`src/rtl/aurora_pkt_tx_if.sv`:
```
// Bus bundle between the packet framer, the pool FIFO read port and the
// Aurora LocalLink TX port.
//   fifo_rd_empty / fifo_rd_data / fifo_rd_en : pool FIFO read side (standard FIFO,
//                                               data valid one cycle after rd_en)
//   tx_d / tx_src_rdy_n / tx_sof_n / tx_eof_n : LocalLink TX data and framing, active-low
//   tx_dst_rdy_n                              : LocalLink destination ready, active-low
// master = framer side, slave = FIFO + link side.
interface aurora_pkt_tx_if;
    logic        fifo_rd_empty;
    logic [15:0] fifo_rd_data;
    logic        fifo_rd_en;
    logic [15:0] tx_d;
    logic        tx_src_rdy_n;
    logic        tx_sof_n;
    logic        tx_eof_n;
    logic        tx_dst_rdy_n;

    modport master (
        input  fifo_rd_empty, fifo_rd_data, tx_dst_rdy_n,
        output fifo_rd_en, tx_d, tx_src_rdy_n, tx_sof_n, tx_eof_n
    );

    modport slave (
        output fifo_rd_empty, fifo_rd_data, tx_dst_rdy_n,
        input  fifo_rd_en, tx_d, tx_src_rdy_n, tx_sof_n, tx_eof_n
    );
endinterface

```
`src/rtl/aurora_pkt_tx.sv`:
```
// Aurora packet transmitter: drains one buffered packet from the pool FIFO and
// frames it on LocalLink as HDR_WORD, sequence number, PKT_WORDS payload words
// and a 16-bit payload checksum trailer.
// Ports:
//   clk             Aurora user clock (only clock)
//   rst_n           synchronous active-low reset
//   pkt_ready_async pool packet_full from the write-clock domain (2-flop synced)
//   bus             aurora_pkt_tx_if.master: FIFO read port and LocalLink TX port
//   busy            high from HDR through TRL
//   pkt_seq         frames sent, increments on trailer accept
//   underrun        sticky timeout-pad flag (0 unless pad feature is built in)
// Optional feature macro: PKT_TX_UNDERRUN_PAD_EN adds the TIMEOUT stall counter
// that pads the rest of a starved packet with zero words.
module aurora_pkt_tx #(
    parameter int unsigned PKT_WORDS = 280,
    parameter logic [15:0] HDR_WORD  = 16'hBE11
`ifdef PKT_TX_UNDERRUN_PAD_EN
    ,
    parameter int unsigned TIMEOUT   = 1023
`endif
) (
    input  logic                   clk,
    input  logic                   rst_n,
    input  logic                   pkt_ready_async,
    aurora_pkt_tx_if.master        bus,
    output logic                   busy,
    output logic [15:0]            pkt_seq,
    output logic                   underrun
);
    typedef enum logic [2:0] {IDLE, HDR, SEQ, PAY, TRL} state_e;
    localparam int unsigned CNT_W = $clog2(PKT_WORDS + 1);

    state_e             state_q, state_d;
    logic               sync1_q, sync2_q;
    logic [15:0]        skid0_q, skid0_d, skid1_q, skid1_d;
    logic [1:0]         skid_cnt_q, skid_cnt_d;
    logic               in_flight_q, in_flight_d;
    logic [CNT_W-1:0]   rd_cnt_q, rd_cnt_d, pay_cnt_q, pay_cnt_d;
    logic [15:0]        csum_q, csum_d, pkt_seq_q, pkt_seq_d;

    logic               pad, head_valid, pay_valid, accept, pay_acc;
    logic               bypass, push, pop, rd_en;
    logic [15:0]        head, pay_data, tx_d;
    logic               src_rdy_n, sof_n, eof_n;

    // A word arriving from the FIFO is presented directly when the skid is
    // empty, so a steady stream needs no buffering and runs at one beat/clk.
    assign head_valid = (skid_cnt_q != 2'd0) || in_flight_q;
    assign head       = (skid_cnt_q != 2'd0) ? skid0_q : bus.fifo_rd_data;
    assign pay_valid  = pad || head_valid;
    assign pay_data   = pad ? 16'h0000 : head;

    always_comb begin
        src_rdy_n = 1'b1;
        sof_n     = 1'b1;
        eof_n     = 1'b1;
        tx_d      = '0;
        unique case (state_q)
            HDR: begin src_rdy_n = 1'b0; sof_n = 1'b0; tx_d = HDR_WORD; end
            SEQ: begin src_rdy_n = 1'b0; tx_d = pkt_seq_q; end
            PAY: begin src_rdy_n = !pay_valid; tx_d = pay_data; end
            TRL: begin src_rdy_n = 1'b0; eof_n = 1'b0; tx_d = csum_q; end
            default: ;
        endcase
    end

    assign accept  = !src_rdy_n && !bus.tx_dst_rdy_n;
    assign pay_acc = accept && (state_q == PAY);
    assign bypass  = pay_acc && !pad && (skid_cnt_q == 2'd0) && in_flight_q;
    assign pop     = pay_acc && !pad && (skid_cnt_q != 2'd0);
    assign push    = in_flight_q && !bypass && !pad;
    assign rd_en   = ((state_q == SEQ) || (state_q == PAY)) && !bus.fifo_rd_empty
                     && ((skid_cnt_q + {1'b0, in_flight_q}) < 2'd2)
                     && (rd_cnt_q < CNT_W'(PKT_WORDS)) && !pad;

    always_comb begin
        state_d     = state_q;
        rd_cnt_d    = rd_cnt_q + CNT_W'(rd_en);
        in_flight_d = rd_en;
        pay_cnt_d   = pay_cnt_q;
        csum_d      = csum_q;
        pkt_seq_d   = pkt_seq_q;
        unique case (state_q)
            IDLE: if (sync2_q) state_d = HDR;
            HDR: begin
                csum_d    = '0;
                rd_cnt_d  = '0;
                pay_cnt_d = '0;
                if (accept) state_d = SEQ;
            end
            SEQ: if (accept) state_d = PAY;
            PAY: if (accept) begin
                csum_d    = csum_q + pay_data;
                pay_cnt_d = pay_cnt_q + CNT_W'(1);
                if (pay_cnt_q == CNT_W'(PKT_WORDS - 1)) state_d = TRL;
            end
            TRL: if (accept) begin
                pkt_seq_d = pkt_seq_q + 16'd1;
                state_d   = IDLE;
            end
            default: state_d = IDLE;
        endcase
    end

    always_comb begin
        skid0_d    = skid0_q;
        skid1_d    = skid1_q;
        skid_cnt_d = skid_cnt_q;
        case ({push, pop})
            2'b10: begin
                if (skid_cnt_q == 2'd0) skid0_d = bus.fifo_rd_data;
                else                    skid1_d = bus.fifo_rd_data;
                skid_cnt_d = skid_cnt_q + 2'd1;
            end
            2'b01: begin
                skid0_d    = skid1_q;
                skid_cnt_d = skid_cnt_q - 2'd1;
            end
            2'b11: begin
                if (skid_cnt_q == 2'd1) begin
                    skid0_d = bus.fifo_rd_data;
                end else begin
                    skid0_d = skid1_q;
                    skid1_d = bus.fifo_rd_data;
                end
            end
            default: ;
        endcase
    end

    always_ff @(posedge clk) begin
        if (!rst_n) begin
            state_q     <= IDLE;
            sync1_q     <= 1'b0;
            sync2_q     <= 1'b0;
            skid0_q     <= '0;
            skid1_q     <= '0;
            skid_cnt_q  <= '0;
            in_flight_q <= 1'b0;
            rd_cnt_q    <= '0;
            pay_cnt_q   <= '0;
            csum_q      <= '0;
            pkt_seq_q   <= '0;
        end else begin
            state_q     <= state_d;
            sync1_q     <= pkt_ready_async;
            sync2_q     <= sync1_q;
            skid0_q     <= skid0_d;
            skid1_q     <= skid1_d;
            skid_cnt_q  <= skid_cnt_d;
            in_flight_q <= in_flight_d;
            rd_cnt_q    <= rd_cnt_d;
            pay_cnt_q   <= pay_cnt_d;
            csum_q      <= csum_d;
            pkt_seq_q   <= pkt_seq_d;
        end
    end

`ifdef PKT_TX_UNDERRUN_PAD_EN
    localparam int unsigned STALL_W = $clog2(TIMEOUT + 1);
    logic [STALL_W-1:0] stall_q, stall_d;
    logic               pad_q, pad_d, underrun_q, underrun_d;

    // Padding only starts when no word is held or in flight, so the skid is
    // already empty; any late FIFO reads are simply not issued afterwards.
    always_comb begin
        stall_d    = stall_q;
        pad_d      = pad_q;
        underrun_d = underrun_q;
        if (state_q == HDR) begin
            stall_d = '0;
            pad_d   = 1'b0;
        end else if ((state_q == PAY) && !pad_q) begin
            if (pay_acc) begin
                stall_d = '0;
            end else if (!head_valid) begin
                stall_d = stall_q + STALL_W'(1);
                if (stall_d == STALL_W'(TIMEOUT)) begin
                    pad_d      = 1'b1;
                    underrun_d = 1'b1;
                end
            end
        end
    end

    always_ff @(posedge clk) begin
        if (!rst_n) begin
            stall_q    <= '0;
            pad_q      <= 1'b0;
            underrun_q <= 1'b0;
        end else begin
            stall_q    <= stall_d;
            pad_q      <= pad_d;
            underrun_q <= underrun_d;
        end
    end

    assign pad      = pad_q;
    assign underrun = underrun_q;
`else
    assign pad      = 1'b0;
    assign underrun = 1'b0;
`endif

    assign bus.fifo_rd_en   = rd_en;
    assign bus.tx_d         = tx_d;
    assign bus.tx_src_rdy_n = src_rdy_n;
    assign bus.tx_sof_n     = sof_n;
    assign bus.tx_eof_n     = eof_n;
    assign busy             = (state_q != IDLE);
    assign pkt_seq          = pkt_seq_q;
endmodule

```
`src/flat_wrapper.sv`:
```
// flat-port wrapper written by rule: the top's interface ports become plain ports
module aurora_pkt_tx_flat 
#(
    parameter int unsigned PKT_WORDS = 280,
    parameter logic [15:0] HDR_WORD  = 16'hBE11

)
  (clk, rst_n, pkt_ready_async, busy, pkt_seq, underrun, bus_fifo_rd_empty, bus_fifo_rd_data, bus_tx_dst_rdy_n, bus_fifo_rd_en, bus_tx_d, bus_tx_src_rdy_n, bus_tx_sof_n, bus_tx_eof_n);
  aurora_pkt_tx_if bus_i ();
  input  logic clk;
  input  logic rst_n;
  input  logic pkt_ready_async;
  output logic busy;
  output logic [15:0] pkt_seq;
  output logic underrun;
  input wire logic [$bits(bus_i.fifo_rd_empty)-1:0] bus_fifo_rd_empty;
  input wire logic [$bits(bus_i.fifo_rd_data)-1:0] bus_fifo_rd_data;
  input wire logic [$bits(bus_i.tx_dst_rdy_n)-1:0] bus_tx_dst_rdy_n;
  output wire logic [$bits(bus_i.fifo_rd_en)-1:0] bus_fifo_rd_en;
  output wire logic [$bits(bus_i.tx_d)-1:0] bus_tx_d;
  output wire logic [$bits(bus_i.tx_src_rdy_n)-1:0] bus_tx_src_rdy_n;
  output wire logic [$bits(bus_i.tx_sof_n)-1:0] bus_tx_sof_n;
  output wire logic [$bits(bus_i.tx_eof_n)-1:0] bus_tx_eof_n;
  assign bus_i.fifo_rd_empty = bus_fifo_rd_empty;
  assign bus_i.fifo_rd_data = bus_fifo_rd_data;
  assign bus_i.tx_dst_rdy_n = bus_tx_dst_rdy_n;
  assign bus_fifo_rd_en = bus_i.fifo_rd_en;
  assign bus_tx_d = bus_i.tx_d;
  assign bus_tx_src_rdy_n = bus_i.tx_src_rdy_n;
  assign bus_tx_sof_n = bus_i.tx_sof_n;
  assign bus_tx_eof_n = bus_i.tx_eof_n;
  aurora_pkt_tx #(.PKT_WORDS(PKT_WORDS), .HDR_WORD(HDR_WORD)) u_core (.clk(clk), .rst_n(rst_n), .pkt_ready_async(pkt_ready_async), .bus(bus_i), .busy(busy), .pkt_seq(pkt_seq), .underrun(underrun));
endmodule
```
`config.mk`:
```
export PLATFORM = sky130hd
export DESIGN_NAME = aurora_pkt_tx_flat
export DESIGN_NICKNAME = d
export VERILOG_FILES = /design/src/rtl/aurora_pkt_tx_if.sv /design/src/rtl/aurora_pkt_tx.sv /design/src/flat_wrapper.sv
export SDC_FILE = /design/constraint.sdc
export NUM_CORES = 1
export LEC_CHECK = 0
export ABC_CLOCK_PERIOD_IN_PS = 4900
export CAP_MARGIN = 30
export CORE_UTILIZATION = 61
export DETAILED_ROUTE_END_ITERATION = 7
export PLACE_DENSITY = 0.89
export RECOVER_POWER = 25
export SETUP_SLACK_MARGIN = 0.2
export SYNTH_ARGS = -nofsm -noshare
export SYNTH_HDL_FRONTEND = slang
export SYNTH_SLANG_ARGS = --single-unit
```
`constraint.sdc`:
```
create_clock -name clk -period 4.9 [get_ports clk]
set_input_delay 0.735 -clock clk [delete_from_list [all_inputs] [get_ports clk]]
set_output_delay 0.735 -clock clk [all_outputs]
set_load 0.01 [all_outputs]
```
==> summary.md <==
| Metric | Value |
|---|---|
| Leakage power | `approximately 0.0026 µW` |
| Cts repair resizes | `0` |
| Max clock buf depth | `2` |
| GRT Resource Usage Total | `between 20% and 30%` |
| Yosys top cell by area | `dfxtp_1` |
| H-tree lvl count | `3` |
| Met2 Use GR | `52.56%` |
| WHS | `0.4436 ns` |
| Yosys cell types | `64` |
| Commonest cells after routing, fill and taps aside | `dfxtp_1, nand2_1, clkdlybuf4s50_1` |
| Run status | `completed` |
| Syn Area/Cell | `8.769 µm²` |
| Dpl hpwl | `about 9500 µm` |
| I/O Pins | `59` |
| Gr ovfl total | `0` |
| Synth top area share | `roughly 34%` |
| Remaining DRCs | `0` |
| Max-Cap Viols | `0` |
| CTS clock-pin slew for the worst setup and hold paths | `0.09 ns` |
| Critical path fanouts, max | `23` |
| Hold_buf cts | `0` |
| Synth area leaders | `dfxtp_1, ha_1, nand2_1` |
| #FFs+latches synth | `90` |
| Die span in y | `95.10 µm` |
| Fmax | `0.2498 GHz` |
| Fillers | `about 610` |
| Worst min-delay path category | `flip-flop to flip-flop` |
| Synthesized cell area | `about 0.0053 mm²` |
| Worst Skew | `0.01344 ns` |
| CP Class | `flip-flop to primary output` |
| Starting DRT DRC Count | `327` |
| Clock sinks | `90` |
| Rel. slew slack | `between 30 and 40%` |
| Final setup violation count | `0` |
| Drt first pass iters | `7` |
| CP Data Arrival Time | `3.27 ns` |
| Antenna diodes | `0` |
| CORE AREA | `around 0.0083 mm²` |
| Measured slew at the worst slew-check pin | `1.007 ns` |
| CP required | `4.16 ns` |
| Top_reg_cell synth | `dfxtp_1` |
| Vias in the first global route | `4,516` |
| Seq/Total Area, Yosys | `34.07%` |
| CTS tree | `done` |
| Setup TNS | `0 ns` |
| Most common cell after layout, fill and taps aside | `dfxtp_1` |
| Met1 usage | `35.51%` |
| Die width | `between 90 and 100 µm` |
| Post-synth ARST share | `0%` |
| Synthesized Nets | `between 600 and 700` |
| Global-route wire length before repair | `21,190 µm` |
| Postcts setup bufs | `0` |
| DR vias | `between 4,000 and 5,000` |
| Num CTS Buffers | `9` |
| Vias per Instance | `6.264` |
| Initial Utilization | `63.71%` |
| CP endpoint kind | `primary output` |
| Final slew viol count | `0` |
| Fin. Hold Viols | `0` |
| Final Cycle Share | `81.70%` |
| Root buf cell | `clkbuf_8` |
| Worst skew pair latency | `0.37 ns` |
| DP Cell Count | `741` |
| RSZ-0062 raised after global routing | `false` |
| Largest net degree at the start of global routing | `78` |
| Final ANT Viol Nets | `0` |
| Number of flops mapped to enable cells by yosys | `0` |
| Yosys Warn Count | `0` |
| Antenna violations before repair | `0` |
| Pwr per Cell Area | `~230 mW/mm²` |
| Met3 global-route usage | `5.742%` |
| Pwr Total | `around 1400 µW` |
| Port Buffer Count | `57` |
| Final GP Congestion | `0.9247` |
| # nets final | `696` |
| Die area | `0.009044 mm²` |
| Std cell rows | `33` |
| WL/cell | `17.49 µm` |
| Layout Cells excl Fill | `757` |
| GRT Max-Usage Layer | `met2` |
| Peak supply drop | `123.0 µV` |
| P&R area growth vs syn | `14.79%` |
| Startpoint types | `flip-flop` |
| DRT Wirelength | `13,240 µm` |
| Post-Syn Instances | `603` |
| Tmin final | `around 4 ns` |
| Fin util | `73.13%` |
| Share of cells above drive strength 1 | `9.049%` |
-- layer usage --
metal / wire, µm / vias up
met5: 0 / -
met4: 366 / 0
met3: 735 / 33
met2: 6575 / 197
met1: 5562 / 2286
li1: - / 2226
-- cells in the mapped netlist, drive strengths merged, types with 3 or more instances --
cell type	instances
a21o	5
nor3	9
nand2	76
o21ai	35
nand3	8
a21boi	12
a22oi	30
xor2	17
and3	10
or2	3
a21oi	25
mux2	14
and2	16
buf	13
or3	6
a31o	7
xnor2	20
nor2	33
nor2b	29
dfxtp	90
o211a	18
inv	14
o211ai	4
nand2b	3
nand4	10
ha	27
mux2i	21
clkbuf	18
-- per-stage QoR --
stage	setup WS [ns]	area, µm²
2_1_floorplan	1.788	5288
3_3_place_gp	1.264	5883
3_5_place_dp	1.147	5911
4_1_cts	1.179	6110
5_1_grt	0.6473	6070
6_report	0.8965	6070
-- power breakdown --
part           switching, µW  total (µW)  leakage (µW)  internal [µW]
clock network            283         524      0.000104            241
logic                   83.3         151       0.00173           67.5
registers               7.17         744      0.000726            737
total                    374        1420       0.00256           1050
-- worst max-delay path, cell delays in order, from the launching register on --
cell             delay (ns)
dfxtp_1                0.68
clkbuf_1               0.81
inv_1                  0.29
nor3_1                 0.45
inv_2                  0.15
clkdlybuf4s50_1        0.51
-- kinds of logic after synthesis --
family	Yosys count	share of synthesized area (%)
flops	90	34.07
fa+ha+maj	28	6.768
compound gates	153	20.23
simple gates	214	21.94
xor+xnor	37	6.129
other cells	1	0.07092
buf+inv	45	3.833
mux	35	6.957
-- cell type report --
cell class | count | area [µm²] | area share (%)
clock buffer | 9 | 123.9 | 2.041
sequential | 90 | 1802 | 29.68
inverter | 14 | 52.55 | 0.8658
tap | 105 | 131.4 | 2.165
multi-input combinational | 468 | 3254 | 53.62
clock inverter | 7 | 75.07 | 1.237
timing repair buffer | 64 | 630.6 | 10.39
-- worst paths after layout --
path | to | slack, ns | cells after the start | start
min reg2reg | u_core.sync2_q$_SDFF_PN0_ | 0.44 | 1 | u_core.sync1_q$_SDFF_PN0_
max | bus_tx_sof_n | 0.90 | 5 | u_core.state_q[0]$_SDFFE_PN0P_
max reg2reg | u_core.csum_q[12]$_SDFFE_PN0P_ | 1.38 | 8 | u_core.state_q[0]$_SDFFE_PN0P_
min | u_core.sync2_q$_SDFF_PN0_ | 0.44 | 1 | u_core.sync1_q$_SDFF_PN0_
-- flip-flops by register name, summed over array words and instances, names as in the netlist --
signal and count:
u_core.sync2_q 1, u_core.skid0_q 16, u_core.skid1_q 16, u_core.skid_cnt_q 2, u_core.in_flight_q 1, u_core.state_q 3
u_core.pkt_seq 16, u_core.csum_q 16, u_core.sync1_q 1, u_core.pay_cnt_q 9, u_core.rd_cnt_q 9
(Power assumes the default switching activity.)
==> RTL edit: new RTL, same flow settings <==
`csum_q` and `pkt_seq_q` no longer have a reset.
--- a/src/rtl/aurora_pkt_tx.sv
+++ b/src/rtl/aurora_pkt_tx.sv
@@ -140,6 +140,4 @@
             rd_cnt_q    <= '0;
             pay_cnt_q   <= '0;
-            csum_q      <= '0;
-            pkt_seq_q   <= '0;
         end else begin
             state_q     <= state_d;
@@ -152,7 +150,10 @@
             rd_cnt_q    <= rd_cnt_d;
             pay_cnt_q   <= pay_cnt_d;
-            csum_q      <= csum_d;
-            pkt_seq_q   <= pkt_seq_d;
         end
+    end
+
+    always_ff @(posedge clk) begin
+        csum_q    <= csum_d;
+        pkt_seq_q <= pkt_seq_d;
     end
 
Behaviour: no difference found for any inputs over 10 cycles, from zero or initial values and one cycle with rst_n low; that may be too few to reach the edited logic, so the function may still have changed.
==> RTL edit against the original RTL <==
Sequential cell count stayed put; setup slack better by 0.28 ns; clock skew is 0.0073 ns higher; count of clock-buffer cells in the layout is 1 higher; cell area is 0.64% higher; area after synthesis is 1.5% higher; cell count is 5.8% lower; wire length is 5.2% lower.
Power is not compared: it rests on default switching activity, and its combinational part moved more than twofold at a synthesized area within 25%.
==> RTL edit: results (changes against the original RTL) <==
| Metric | Value |
|---|---|
| CP arrival | `2.99 ns (-0.28 ns)` |
| Final standard cell count with taps included and fillers excluded | `713 (-5.8%)` |
| Port bufs | `57 (unchanged)` |
| Setup Fix Bufs, Post-CTS | `0 (unchanged)` |
| Proportion of synthesized area in mux cells | `7.25% (+0.29 points)` |
| Post-Synth XOR/XNOR Area | `5.69% (-0.44 points)` |
| Total Routing Usage GR | `28.6% (-1.4 points)` |
| Synth warn | `0 (unchanged)` |
| Pin count of the biggest net entering global routing | `38 (-51%)` |
| Worst setup path start | `u_core.state_q[1]$_SDFFE_PN0P_` |
| Post-route met1 wirelength | `5120 um (-8.0%)` |
| # diodes | `0 (unchanged)` |
| Met2 Use GR | `50.5% (-2.1 points)` |
| TritonCTS Buffers | `9 (unchanged)` |
| FFs w/ async S/R, synth | `0% (unchanged)` |
| # fillers | `618 (+0.65%)` |
| Place WS | `1.33 ns (+0.184 ns)` |
| Commonest cells post-synth | `nor2_1, dfxtp_1, nand2_1` |
| Share of layout cells above drive strength 1 | `10.5% (+1.5 points)` |
| CTS clock-pin slew for the worst setup and hold paths | `0.09 ns (about the same)` |
| Met2 WL | `6340 um (-3.6%)` |
| TritonRoute pass-1 iters | `6 (-1)` |
| CP max stage cell | `dfxtp_1` |
| Net Count, Synth | `604 (-7.4%)` |
| DR iter-0 viols | `239 (-27%)` |
| Max incr delay on CP | `0.80 ns` |
| Clk_lat worst skew | `0.37 ns (about the same)` |
| Resize count post-CTS | `0 (unchanged)` |
| First-pass GRT wire length | `20,100 um (-5.3%)` |
| Slew headroom | `39.1% (+6.3 points)` |
| Max rail drop VDD | `about 0.23 mV` |
| Detailed Place HPWL | `9010 um (-4.7%)` |
| Clk Tree Root Cell | `clkbuf_8` |
| WL/cell | `17.6 um (+0.61%)` |
| Mapped Cells | `558 (-7.5%)` |
| Clk buf depth | `2 (unchanged)` |
| Top Layer Used | `met4` |
| Compound-Gate Fraction of Synth Area | `15.9% (-4.3 points)` |
| DR WL met3 | `472 um (-36%)` |
| H-Tree Depth | `3 (unchanged)` |
| GR Util met1 | `32.2% (-3.3 points)` |
| Status | `finished clean` |
| Library cells used by synthesis | `65 (+1.6%)` |
| Synth area leaders | `dfxtp_1, edfxtp_1, ha_1, nor2_1, mux2i_1` |
| Nets | `649 (-6.8%)` |
| Class of the worst hold path | `register to register` |
| Hold Crit Start | `u_core.sync1_q$_SDFF_PN0_` |
| Number of synthesized flops with an enable pin | `32 (+32)` |
| Largest family of logic cells by synthesized area | `simple AND/OR/NAND/NOR gates` |
| Vias in the first global route | `4,392 (-2.7%)` |
| CP max FO | `22 (-4.3%)` |
| Max Clock Skew | `0.0207 ns (+0.00729 ns)` |
| Register area share after synthesis | `39.5% (+5.5 points)` |
| GR Util met3 | `4.34% (-1.4 points)` |
| Avg Vias per Cell | `6.29 (+0.37%)` |
| Antenna violations before repair | `0 (unchanged)` |
| GP Congestion | `0.911 (-1.5%)` |
| Leakage | `2.40 nW` |
| Placed Instances | `697 (-5.9%)` |
| Adder-cell share of the synthesized area | `5.97% (-0.80 points)` |
[RTL edit: changes by cell type after synthesis, moves of 11 or more]
cell | unedited run | this run
dfxtp_1 | 90 | 58
o211a_1 | 18 | 0
nor2b_1 | 29 | 6
edfxtp_1 | 0 | 32
o21ai_0 | 33 | 19
nor3_1 | 6 | 17
a22oi_1 | 29 | 8
nor2_1 | 32 | 72
nand2_1 | 76 | 41
[RTL edit: layout make-up]
type / instances / area [um^2] / share of cell area [%]
multi-input combinational: 426 / 3030 / 49.6
sequential: 90 / 2120 / 34.7
timing repair buffer: 61 / 597 / 9.77
tap: 105 / 131 / 2.15
clock buffer: 10 / 128 / 2.09
inverter: 15 / 56.3 / 0.922
clock inverter: 6 / 42.5 / 0.696
[RTL edit: stage by stage]
stage          total power [W]  instance area [um^2]
6_report               0.00215                  6110
5_1_grt                0.00225                  6110
4_1_cts                0.00215                  6110
3_5_place_dp           0.00169                  5940
3_3_place_gp           0.00166                  5940
2_1_floorplan          0.00144                  5370
[RTL edit: path summary, 6_finish.rpt]
check	endpoint	slack, ns	cells after the start
max reg2reg	u_core.skid0_q[2]$_SDFFE_PN0P_	1.23	9
max	bus_tx_d[2]	1.17	4
min	u_core.sync2_q$_SDFF_PN0_	0.45	1
min reg2reg	u_core.sync2_q$_SDFF_PN0_	0.45	1
[RTL edit: report_power, final]
group / total [W] / internal, W / switching (W)
combinational: 0.000787 / 0.000342 / 0.000445
sequential: 0.000904 / 0.000846 / 0.0000583
clock: 0.000462 / 0.000187 / 0.000275
[RTL edit: worst max-delay path: cells and delay by family, from the launching register on]
family / cells / cell delay (ns)
buffers and inverters: 1 / 0.61
AOI/OAI and AO/OA: 2 / 0.48
and+or+nand+nor: 1 / 0.73
DFF: 1 / 0.80
